[src/rtl/cdc_handshake_src.sv]
// cdc_handshake_src: source half of a two-phase (toggle) req/ack clock-domain crossing.
// One word is held on xfer_data while xfer_req announces it. The far domain's
// xfer_ack toggle is brought in through a SYNC_STAGES flop chain and frees the
// channel for the next word.
// Optional feature macro: CDC_HS_TIMEOUT_EN. When defined, a WAIT_ACK watchdog aborts
// the transfer after TIMEOUT_CYCLES cycles without an acknowledge.
module cdc_handshake_src #(
    parameter int WIDTH          = 8,
    parameter int SYNC_STAGES    = 2,
    parameter int TIMEOUT_CYCLES = 1024
) (
    input  logic             clk_in,
    input  logic             rst_n,
    input  logic             s_valid,
    output logic             s_ready,
    input  logic [WIDTH-1:0] s_data,
    output logic [WIDTH-1:0] xfer_data,
    output logic             xfer_req,
    input  logic             xfer_ack,
    output logic             busy,
    output logic             done_pulse,
    output logic             proto_err,
    output logic             timeout_err
);

    typedef enum logic {
        IDLE     = 1'b0,
        WAIT_ACK = 1'b1
    } state_t;

    state_t                 state_q, state_d;
    logic [WIDTH-1:0]       xfer_data_q, xfer_data_d;
    logic                   xfer_req_q, xfer_req_d;
    logic [SYNC_STAGES-1:0] sync_q, sync_d;
    logic                   ack_sync_dly_q, ack_sync_dly_d;
    logic                   done_pulse_q, done_pulse_d;
    logic                   ack_sync;
    logic                   ack_edge;

    // Parameter legality guard; elaborates to no hardware.
    if (TIMEOUT_CYCLES >= 1 && SYNC_STAGES >= 2 && WIDTH >= 1) begin : g_params_ok
    end

`ifdef CDC_HS_TIMEOUT_EN
    localparam int CNT_W = $clog2(TIMEOUT_CYCLES + 1);
    localparam logic [CNT_W-1:0] CNT_LAST = CNT_W'(TIMEOUT_CYCLES - 1);

    logic [CNT_W-1:0] cnt_q, cnt_d;
    logic             timeout_err_q, timeout_err_d;
`endif

    // Acknowledge synchroniser chain and one-cycle edge detect on its output.
    always_comb begin
        sync_d         = {sync_q[SYNC_STAGES-2:0], xfer_ack};
        ack_sync       = sync_q[SYNC_STAGES-1];
        ack_sync_dly_d = ack_sync;
        ack_edge       = ack_sync ^ ack_sync_dly_q;
    end

    // Handshake FSM: accept in IDLE, hold the word until the ack edge (or watchdog) in WAIT_ACK.
    always_comb begin
        state_d      = state_q;
        xfer_data_d  = xfer_data_q;
        xfer_req_d   = xfer_req_q;
        done_pulse_d = 1'b0;
`ifdef CDC_HS_TIMEOUT_EN
        cnt_d         = cnt_q;
        timeout_err_d = 1'b0;
`endif
        case (state_q)
            IDLE: begin
                if (s_valid) begin
                    xfer_data_d = s_data;
                    xfer_req_d  = ~xfer_req_q;
                    state_d     = WAIT_ACK;
`ifdef CDC_HS_TIMEOUT_EN
                    cnt_d       = '0;
`endif
                end
            end
            WAIT_ACK: begin
                // An ack edge in the watchdog's final cycle still completes normally.
                if (ack_edge) begin
                    state_d      = IDLE;
                    done_pulse_d = 1'b1;
                end
`ifdef CDC_HS_TIMEOUT_EN
                else if (cnt_q == CNT_LAST) begin
                    // Abort without reverting xfer_req; a late ack then shows up as proto_err.
                    state_d       = IDLE;
                    timeout_err_d = 1'b1;
                end else begin
                    cnt_d = cnt_q + CNT_W'(1);
                end
`endif
            end
            default: state_d = IDLE;
        endcase
    end

    // State, payload and synchroniser registers; reset restarts both toggles at 0.
    always_ff @(posedge clk_in or negedge rst_n) begin
        if (!rst_n) begin
            state_q        <= IDLE;
            xfer_data_q    <= '0;
            xfer_req_q     <= 1'b0;
            sync_q         <= '0;
            ack_sync_dly_q <= 1'b0;
            done_pulse_q   <= 1'b0;
        end else begin
            state_q        <= state_d;
            xfer_data_q    <= xfer_data_d;
            xfer_req_q     <= xfer_req_d;
            sync_q         <= sync_d;
            ack_sync_dly_q <= ack_sync_dly_d;
            done_pulse_q   <= done_pulse_d;
        end
    end

`ifdef CDC_HS_TIMEOUT_EN
    // Watchdog counter and its abort pulse.
    always_ff @(posedge clk_in or negedge rst_n) begin
        if (!rst_n) begin
            cnt_q         <= '0;
            timeout_err_q <= 1'b0;
        end else begin
            cnt_q         <= cnt_d;
            timeout_err_q <= timeout_err_d;
        end
    end

    assign timeout_err = timeout_err_q;
`else
    assign timeout_err = 1'b0;
`endif

    assign s_ready    = (state_q == IDLE);
    assign busy       = (state_q == WAIT_ACK);
    assign xfer_data  = xfer_data_q;
    assign xfer_req   = xfer_req_q;
    assign done_pulse = done_pulse_q;
    assign proto_err  = (state_q == IDLE) && ack_edge;

endmodule

[config.mk]
export PLATFORM = sky130hd
export DESIGN_NAME = cdc_handshake_src
export DESIGN_NICKNAME = d
export VERILOG_FILES = /design/src/rtl/cdc_handshake_src.sv
export SDC_FILE = /design/constraint.sdc
export NUM_CORES = 1
export LEC_CHECK = 0
export CAP_MARGIN = 20
export CORE_MARGIN = 5
export CORE_UTILIZATION = 40
export CTS_CLUSTER_DIAMETER = 120
export DETAILED_ROUTE_END_ITERATION = 7
export GPL_TIMING_DRIVEN = 0
export PLACE_DENSITY = 0.88
export SETUP_SLACK_MARGIN = 0.2
export SLEW_MARGIN = 15
export SYNTH_ARGS = -nofsm -noshare
export SYNTH_HDL_FRONTEND = slang
export SYNTH_SLANG_ARGS = --single-unit
[constraint.sdc]
create_clock -name clk_in -period 2 [get_ports clk_in]
set_input_delay 0.3 -clock clk_in [delete_from_list [all_inputs] [get_ports clk_in]]
set_output_delay 0.3 -clock clk_in [all_outputs]
set_load 0.05 [all_outputs]
Word level (Yosys, flattened, before mapping)
Cells that the tools add are included.
{"block": "classes", "mux": 5, "bitwise": 3, "n_reduce_logical": 2}
{"op": "two-way mux 1 bit", "n": 4}
{"op": "NOT 1 bit", "n": 2}
{"op": "one-hot mux 1 bit (2 select lines)", "n": 1}
{"op": "AND reduction 2 bit", "n": 1}
{"op": "logical AND 1 bit", "n": 1}
{"op": "XOR 1 bit", "n": 1}
{"block": "totals", "ff_bits": 14, "wordCells": 16, "out_inout_bits": 14}

Depth between registers and ports, before layout
{"block": "logic_depth", "word_depth": 3, "ltp_mapped": 3, "mapped_depth_nobuf": 2}

Worst setup path after synthesis
Ideal clock, no wire load.
{"block": "synth_path", "kind": "reg2out", "start": "reg state_q (netlist: busy)", "end": "out proto_err", "stages_incl_launch_ff": 2, "t_arrival_ns": 1.324, "slack_ns": 0.376, "path_cell_list": "dfrtp_1 > nor2_1"}
{"block": "synth_via", "elab_chain_len": 2}
{"item": "start, declared", "line": "31", "rtl": "state_t state_q, state_d;"}
{"item": "start signal, assigned", "line": "111", "rtl": "state_q <= state_d;"}
{"item": "NOT 1 bit"}
{"item": "logical AND 1 bit", "line": "142", "rtl": "assign proto_err = (state_q == IDLE) && ack_edge;"}
{"item": "end, declared", "line": "22", "rtl": "output logic proto_err,"}
Every way passes these cells.

Worst setup path after layout
{"block": "layout_path", "start": "reg xfer_data_q[5] (netlist: xfer_data[5])", "end": "out xfer_data[5]"}
{"item": "start, declared", "line": "32", "rtl": "logic [WIDTH-1:0] xfer_data_q, xfer_data_d;"}
{"item": "start signal, assigned", "line": "112", "rtl": "xfer_data_q <= xfer_data_d;"}
{"item": "end, declared", "line": "17", "rtl": "output logic [WIDTH-1:0] xfer_data,"}
No word-level cell between the ends.

==> impl_results.rst <==
.. list-table::
   :header-rows: 1

   * - Metric
     - Value
   * - Status
     - finished, final reports clean
   * - Finished Layout Cells
     - 75
   * - Detailed Routing Iterations Pass 1
     - 1
   * - Clock transition at path regs
     - 80 ps
   * - Die extent in x
     - ~47 um
   * - Reg2reg setup slack
     - 810 ps
   * - First-pass GRT wire length
     - 1642 um
   * - Buffers added on ports
     - 24
   * - Required time at the endpoint of the critical path
     - 1700 ps
   * - Max FO, Critical Path
     - 2
   * - Syn nets
     - 44
   * - Number of global-route vias before repair
     - 393
   * - Number of buffer and inverter stages on the critical path
     - 1
   * - Iteration-0 DRC count of the detailed router
     - 0
   * - Timing-limited maximum frequency
     - about 570 MHz
   * - CP arrival
     - around 1400 ps
   * - Kind of cell adding the most delay to the critical path
     - buffers and inverters
   * - P_leak
     - between 0.0004 and 0.0005 uW
   * - Pin count of the biggest net entering global routing
     - 15
   * - Placeable core area
     - between 1000 and 1500 um2
   * - Count of unresolved DRC violations after routing
     - 0
   * - Clock tree buffer depth
     - 2
   * - Fraction of final layout cells sized beyond drive strength 1
     - between 20 and 30%
   * - Number of warnings issued by yosys
     - 0
   * - Die span in y
     - between 40 and 50 um
   * - Sequential fraction of the synthesis area
     - 64.97%
   * - Worst R2R Path Depth
     - 3
   * - Via-per-instance ratio
     - about 4.5
   * - Commonest non-fill, non-tap cell in the layout
     - clkdlybuf4s50_1
   * - Worst slew margin relative to its limit
     - 61.36%
   * - Number of nets in the finished design
     - 73
   * - Setup TNS
     - 0 ps
   * - Post-detailed-route wirelength per cell
     - 14.45 um
   * - Overall overflow remaining after global route
     - 0
   * - Startpoint of the lowest-slack hold path
     - sync_q[0]
   * - Number of pins exceeding their max-slew limit in the final report
     - 0
   * - Most used cells in the layout excluding fill and tap cells
     - clkdlybuf4s50_1, dfrtp_1, mux2_4, dlymetal6s2s_1, clkbuf_4
   * - Layout area overhead
     - 55.22%
   * - Root buffer cell
     - clkbuf_4
   * - Initial core utilization
     - 41.97%
   * - Average footprint of a synthesized cell
     - around 17 um2
   * - Design area
     - 837.1 um2
   * - Total Power
     - 1126 uW
   * - Num ports
     - 26
   * - Placed cell count
     - 71
   * - Number of setup buffers added after CTS
     - 0
   * - Clock tree from TritonCTS
     - built
   * - Kind of launch point of the worst setup path
     - flip-flop
   * - Setup slack after placement
     - 246.7 ps
   * - Hold/Removal Path Class
     - reg -> reg
   * - Die area
     - 2182 um2
   * - Cell with the largest stage delay on the worst path
     - clkdlybuf4s50_1
   * - Period minus WS final
     - 1742 ps
   * - Max-Cap Viols
     - 0
   * - Critical register-to-register path startpoint
     - busy
   * - DP HPWL
     - 833.1 um
   * - Overall Global Routing Usage
     - 12.09%
   * - Measured slew at the worst slew-check pin
     - 577.8 ps
   * - Smallest setup slack after layout
     - about 260 ps
   * - Routability congestion estimate from global placement
     - 0.5568
   * - Peak VDD IR
     - 0.6491 mV
   * - Clock latency of the later-clocked register in the worst-skew pair
     - approximately 270 ps
   * - CP peak stage delay
     - 810 ps
   * - Post-detailed-placement cell area
     - 798.3 um2
   * - TritonCTS buffer count
     - 3
   * - Final number of hold-violating endpoints
     - 0
   * - Power per Cell Area
     - 1345 nW/um2
   * - CTS sink count
     - 14
   * - Cells along the critical path
     - clkdlybuf4s50_1
   * - Antenna violations before repair
     - 0
   * - Number of cells on the worst hold path
     - 0
   * - Cell count after synthesis
     - 32
   * - Ant. Diodes
     - 0
   * - H-tree depth
     - 1
   * - Category of the most critical setup path
     - reg -> out
   * - # rows
     - 13
   * - Remaining number of nets flagged by the antenna check after routing
     - 0
   * - Post-route fraction of the period consumed by the critical path
     - 87.10%
   * - Kind of capture point of the worst setup path
     - primary output
   * - Post-synthesis cell type count
     - 11
   * - Unrepaired setup endpoints after global routing
     - false
   * - Reg2reg end
     - xfer_data[4]
   * - Yosys reg bits
     - 14
   * - Post-Route Skew
     - roughly 2.4 ps
   * - Cell area after synthesis
     - 539.3 um2
   * - Hold Path Sink
     - sync_q[1]
   * - Post-Route WL
     - 1084 um
   * - Number of setup violations in the final report
     - 0
   * - DR vias
     - ~340
## stage by stage
stage,hold WS (ps),utilization (%)
2_1_floorplan,4.409,-
3_3_place_gp,333.8,62.12
3_5_place_dp,354.3,62.12
4_1_cts,372.6,64.65
5_1_grt,373.1,65.14
6_report,365.9,65.14
## cells in the mapped netlist (all sizes together)
master / count / area (um2)
xor2: 1 / 8.760
buf: 2 / 18.77
inv: 1 / 3.750
mux2: 8 / 120.1
nor2: 2 / 7.510
nor2b: 1 / 8.760
a21o: 1 / 8.760
xnor2: 1 / 8.760
dfrtp: 14 / 350.3
conb: 1 / 3.750
## repair_timing
action	CTS	global route
gates resized for setup	3	6
hold buffers	0	0
cloned	0	0
pin swaps	0	0
setup endpoints to repair	3	5
## sequential cells by signal (all words and copies together), names as in the netlist
register        flops
sync_q              2
xfer_data           8
ack_sync_dly_q      1
xfer_req            1
busy                1
done_pulse          1
## worst max-delay path by stage
stage	start	to	slack, ps	cells after the start
after CTS	sync_q[1]	proto_err	210	3
after detailed placement	sync_q[1]	proto_err	250	3
final	xfer_data[5]	xfer_data[5]	260	1
after global routing	xfer_data[2]	xfer_data[2]	200	1
after global placement	sync_q[1]	proto_err	270	3
after floorplan	busy	proto_err	380	1
## layer usage
| metal | GRT usage (%) | routed length, um |
|---|---|---|
| met1 | 12.01 | 397 |
| met2 | 18.68 | 592 |
| met3 | 5.078 | 80 |
| met4 | 11.60 | 14 |
| met5 | 0 | 0 |
## where the power goes
part / internal (uW) / switching (uW) / total (uW)
combinational: 206 / 333 / 539
clock: 111 / 86.2 / 197
sequential: 349 / 40.8 / 390
## layout make-up
class                   instances  area (um2)
flip-flops and latches         14       350.3
multi-input cells              15       166.4
well taps                      15       18.77
inverters                       1       3.754
fillers                       107       447.9
repair buffers                 24       242.7
clock buffers                   4       36.28
plain buffers                   2       18.77
## kinds of logic after synthesis
logic type / share of synthesized area (%)
AOI/OAI and AO/OA: 1.624
buffers and inverters: 4.176
other: 0.6954
muxes: 22.27
and+or+nand+nor: 3.017
DFF: 64.97
xor gates and xnor gates: 3.249
Power figures use the tool's default switching activity.
